$ cat src/rtl/alu_share_arbiter.sv
// Round-robin arbiter sharing one combinational ALU between the execute
// stage (id 0) and the address/PC-update unit (id 1).
module alu_share_arbiter #(
    parameter int WIDTH  = 64,
    parameter int CTRL_W = 4
) (
    input  logic              clk,
    input  logic              reset,
    input  logic              req0_valid,
    output logic              req0_ready,
    input  logic [CTRL_W-1:0] req0_ctrl,
    input  logic [WIDTH-1:0]  req0_x,
    input  logic [WIDTH-1:0]  req0_y,
    input  logic              req1_valid,
    output logic              req1_ready,
    input  logic [CTRL_W-1:0] req1_ctrl,
    input  logic [WIDTH-1:0]  req1_x,
    input  logic [WIDTH-1:0]  req1_y,
    output logic [WIDTH-1:0]  alu_x,
    output logic [WIDTH-1:0]  alu_y,
    output logic [CTRL_W-1:0] alu_ctrl,
    input  logic [WIDTH-1:0]  alu_final,
    output logic              resp_valid,
    input  logic              resp_ready,
    output logic              resp_id,
    output logic [WIDTH-1:0]  resp_data,
    output logic              resp_err
);

    localparam logic [CTRL_W-1:0] OP_AND = CTRL_W'(4'b0000);
    localparam logic [CTRL_W-1:0] OP_OR  = CTRL_W'(4'b0001);
    localparam logic [CTRL_W-1:0] OP_ADD = CTRL_W'(4'b0010);
    localparam logic [CTRL_W-1:0] OP_SUB = CTRL_W'(4'b0110);

    typedef enum logic [1:0] {
        IDLE,
        ISSUE,
        RESP
    } state_t;

    state_t            state;
    state_t            state_nxt;
    logic              last_grant;
    logic              gnt_id;
    logic [CTRL_W-1:0] op_ctrl;
    logic [WIDTH-1:0]  op_x;
    logic [WIDTH-1:0]  op_y;
    logic              pick1;
    logic              grant0;
    logic              grant1;
    logic              illegal;

    assign illegal = !(op_ctrl inside {OP_AND, OP_OR, OP_ADD, OP_SUB});

    // Requester 1 wins when alone, or when both ask and 0 went last.
    assign pick1 = req1_valid & (~req0_valid | ~last_grant);

    always_comb begin
        state_nxt = state;
        grant0    = 1'b0;
        grant1    = 1'b0;
        alu_x     = '0;
        alu_y     = '0;
        alu_ctrl  = '0;
        unique case (state)
            IDLE: begin
                if (req0_valid | req1_valid) begin
                    grant1    = pick1;
                    grant0    = ~pick1;
                    state_nxt = ISSUE;
                end
            end
            ISSUE: begin
                alu_x     = op_x;
                alu_y     = op_y;
                alu_ctrl  = op_ctrl;
                state_nxt = RESP;
            end
            RESP: begin
                if (resp_ready) begin
                    state_nxt = IDLE;
                end
            end
            default: state_nxt = IDLE;
        endcase
        if (reset) begin
            grant0   = 1'b0;
            grant1   = 1'b0;
            alu_x    = '0;
            alu_y    = '0;
            alu_ctrl = '0;
        end
    end

    assign req0_ready = grant0;
    assign req1_ready = grant1;

    always_ff @(posedge clk) begin
        if (reset) begin
            state <= IDLE;
        end else begin
            state <= state_nxt;
        end
    end

    always_ff @(posedge clk) begin
        if (reset) begin
            last_grant <= 1'b1;
            gnt_id     <= 1'b0;
            op_ctrl    <= '0;
            op_x       <= '0;
            op_y       <= '0;
            resp_valid <= 1'b0;
            resp_id    <= 1'b0;
            resp_data  <= '0;
            resp_err   <= 1'b0;
        end else begin
            if (grant0 | grant1) begin
                op_ctrl    <= grant1 ? req1_ctrl : req0_ctrl;
                op_x       <= grant1 ? req1_x : req0_x;
                op_y       <= grant1 ? req1_y : req0_y;
                gnt_id     <= grant1;
                last_grant <= grant1;
            end
            if (state == ISSUE) begin
                resp_valid <= 1'b1;
                resp_id    <= gnt_id;
                resp_err   <= illegal;
                resp_data  <= illegal ? '0 : alu_final;
            end
            if (state == RESP && resp_ready) begin
                resp_valid <= 1'b0;
            end
        end
    end

endmodule

$ cat config.mk
export PLATFORM = sky130hd
export DESIGN_NAME = alu_share_arbiter
export DESIGN_NICKNAME = d
export VERILOG_FILES = /design/src/rtl/alu_share_arbiter.sv
export SDC_FILE = /design/constraint.sdc
export NUM_CORES = 1
export LEC_CHECK = 0
export ABC_AREA = 1
export CAP_MARGIN = 20
export CORE_AREA = 2 2 205 207
export CTS_CLUSTER_DIAMETER = 100
export DETAILED_ROUTE_END_ITERATION = 8
export DIE_AREA = 0 0 207 209
export RECOVER_POWER = 25
export SLEW_MARGIN = 10
export SYNTH_ARGS = -nofsm -noshare
export SYNTH_HDL_FRONTEND = slang
export SYNTH_SLANG_ARGS = --single-unit
$ cat constraint.sdc
create_clock -name clk -period 1.7 [get_ports clk]
set_input_delay 0.425 -clock clk [delete_from_list [all_inputs] [get_ports clk]]
set_output_delay 0.425 -clock clk [all_outputs]
set_load 0.005 [all_outputs]
==> run summary, run 1 <==
status -> finished with violations
failing checks -> negative setup slack
synthesized area -> 0.009978 sq mm
Die Ht -> 209 um
register area share after synthesis -> 40.73%
P_leak -> 8.573 nW
Final Routed Wirelength -> 45250 um
Net Count, Synth -> 1914
GPL Wtd Cong -> 0.8422
count leader, synth -> nand2_1
ant diodes -> 0
TritonCTS clock tree -> yes
Final Hold Vio Count -> 0
register bit total from synthesis -> 203
R2R setup slack -> -0.17 ns
max_cap viols -> 0
crit-path max FO -> 7
pin count of the biggest net entering global routing -> 73
hold wc startpoint -> reset
Reg-to-Reg Start -> last_grant
crit path DAT -> 1.80 ns
GRT Overall Usage -> 19.62%
Clock Latency Late Sink -> 0.55 ns
mean post-synth cell area -> 6.311 sq um
launch point of the worst path -> state[0]
overflow left after global routing -> 0
CP required -> 1.27 ns
class of the worst hold path -> primary input to flop
Root Buffer -> clkbuf_16
DP HPWL -> 31040 um
clock-pin slew on the worst setup and hold paths -> 0.06 ns
Yosys cell types -> 20
max-slew violation total from the final report -> 0
Area Overhead vs Synth -> 81.86%
CP max stage delay -> 0.33 ns
Clock Skews -> 0.02136 ns
Synth Warn # -> 0
Seq pwr share -> 36.8%
final worst-path cycle share -> 130.8%
first-pass GRT wire length -> 67770 um
Clock Power Share -> 37.7%
delay-heaviest family, CP -> buffers and inverters
Synth area leader -> dfxtp_1
Comb power frac -> 25.4%
row count -> 75
Synth top cells by count -> 387 x nand2_1, 238 x inv_1, 203 x dfxtp_1
initial antenna violation count -> 2
via-per-instance ratio -> 4.495
initial core utilization -> 24.17%
port bufs -> 533
Mapped Cells -> 1581
critical path's most frequent cell -> buf_4
crit end category -> output port
slew margin rel. -> 54.73%
setup violators final -> 266
routed length per instance -> 16.75 um
Min Hold Slack -> 0.3321 ns
post-synth top area share -> 40.73%
Post-synth EDFFs -> 0
Setup WS pre-CTS -> -0.7607 ns
final net count -> 2475
Fillers -> 4192
layout cells sized above 1 -> 21.51%
die area -> 0.04326 sq mm
Worst-Margin Slew -> 0.6791 ns
setup slack after layout -> -0.5235 ns
Setup crit start kind -> flop
DR vias -> 12140
PwrDens -> 805.2 mW/mm^2
ys async rst share -> 0%
f_max -> 449.7 MHz
critical path type -> flop to output port
Worst VDD drop -> 0.0008978 V
DRC violations left -> 0
Int Power -> 10.29 mW
CP cell instances -> inv_2 -> nor2_4 -> buf_4 -> buf_12 -> inv_12 -> buf_4 -> nor3_2 -> buf_4 -> buf_6
DRT antenna net count -> 0
WP buf/inv -> 7
die width -> 207 um
H-tree lvl count -> 1
Num CTS Buffers -> 26
core box area -> 0.04129 sq mm
post-layout min period -> 2.223 ns
IO Count -> 534
Critical-path top delay cell -> dfxtp_2
Sw Ratio -> 29.57%
switching pwr -> 4.321 mW
Clock Tree Buf Depth -> 3
Most used DFF post-synth -> dfxtp_1
RSZ-0062 raised after global routing -> yes
Iter 0 DRT Violations -> 621
drt first pass iters -> 5
CTS Sinks -> 203
Synth area leaders -> dfxtp_1 41%, nand2_1 15%, inv_1 9.0%
vias in the first global route -> 11900
==> timing repair <==
item	4_1_cts	5_1_grt
setup buffers	19	8
pin swaps	9	54
gates cloned	6	5
resized for setup	617	184
hold buffers	0	0
setup endpoints to repair	374	326
==> through the flow <==
step	instances	setup TNS (ns)	total power [mW]	cell area, sq um	utilization [%]
6_report	2701	-71.32	14.61	18150	43.95
5_1_grt	2701	-97.92	15.40	18150	43.95
4_1_cts	2693	-77.31	14.58	17470	42.32
3_5_place_dp	2623	-133.56	8.813	16290	39.45
3_3_place_gp	2623	-132.14	8.762	16290	39.45
2_1_floorplan	1581	0	6.974	9978	-
==> registers in the layout, indices dropped and copies added, names as in the netlist <==
register,flops
last_grant,1
op_x,64
op_ctrl,4
state,2
resp_err,1
gnt_id,1
resp_valid,1
resp_id,1
op_y,64
resp_data,64
==> worst min-delay path, stage by stage <==
cell	delay (ns)
buf_6	0.15
buf_4	0.13
a21oi_1	0.04
nand2_1	0.05
inv_1	0.03
==> logic make-up after synthesis <==
| family | share of synthesized area [%] |
|---|---|
| AO/OA/AOI/OAI | 8.941 |
| buffers and inverters | 14.72 |
| flip-flops | 40.73 |
| AND/OR/NAND/NOR | 35.61 |
==> layer usage <==
layer / up-vias / global-route usage [%] / part of all wire (%)
met1: 5615 / 24.13 / 42
met2: 435 / 33.99 / 48
met4: 4 / 6.133 / 3.1
met3: 81 / 4.433 / 6.9
li1: 6005 / - / -
met5: - / 0 / 0.066
==> layout by cell type, fill, tap and decap left out, types with 3 or more instances in the layout <==
master | netlist | layout
inv_1 | 238 | 237
buf_4 | 1 | 64
buf_8 | 0 | 3
clkbuf_2 | 0 | 4
clkbuf_8 | 0 | 4
o21ai_0 | 43 | 43
nor3_4 | 0 | 11
nor3_1 | 99 | 20
buf_16 | 0 | 5
clkbuf_1 | 41 | 6
buf_6 | 7 | 18
clkdlybuf4s15_2 | 0 | 22
nor2_1 | 181 | 170
clkbuf_16 | 0 | 31
dfxtp_1 | 203 | 200
a21oi_2 | 0 | 14
nor2_2 | 0 | 9
nand2_4 | 1 | 29
nand3_2 | 0 | 32
nor2_4 | 5 | 7
clkdlybuf4s50_1 | 0 | 331
a21oi_1 | 120 | 106
nand2_1 | 387 | 350
buf_12 | 0 | 23
clkinv_2 | 0 | 7
nor3_2 | 0 | 68
nand3_1 | 165 | 133
o21ai_1 | 14 | 14
inv_2 | 5 | 4
dlygate4sd2_1 | 0 | 85
buf_2 | 58 | 85
nand2_2 | 4 | 13
==> worst paths after layout <==
| check | endpoint | depth (start not counted) |
|---|---|---|
| worst min-delay path | op_x[15] | 5 |
| worst min register to register | resp_data[29] | 2 |
| worst max-delay path | alu_x[15] | 9 |
| worst max register to register | op_x[30] | 13 |
==> layout make-up <==
class / instances / area (sq um) / area share, %
Timing Repair Buffer: 645 / 6202 / 34.18
Multi-Input combinational cell: 1021 / 5393 / 29.72
Sequential cell: 203 / 4070 / 22.43
Inverter: 243 / 927.1 / 5.109
Clock buffer: 36 / 728.2 / 4.013
Tap cell: 539 / 674.4 / 3.716
Clock inverter: 12 / 126.4 / 0.6964
Timing Repair inverter: 2 / 25.02 / 0.1379
==> power groups by stage <==
| stage | Combinational (mW) | Sequential, mW | Clock (mW) |
|---|---|---|---|
| 2_1_floorplan | 1.51 | 5.46 | 0 |
| 3_3_place_gp | 3.29 | 5.47 | 0 |
| 3_5_place_dp | 3.33 | 5.48 | 0 |
| 4_1_cts | 3.53 | 5.38 | 5.67 |
| 5_1_grt | 4.08 | 5.42 | 5.89 |
| 6_report | 3.71 | 5.38 | 5.52 |
(Power assumes the default switching activity.)
==> run 2: changes to the inputs <==
CTS_CLUSTER_DIAMETER = 200   (was 100)
==> results of run 2 <==
Final layout, timing and power as in run 1 (identical DEF).
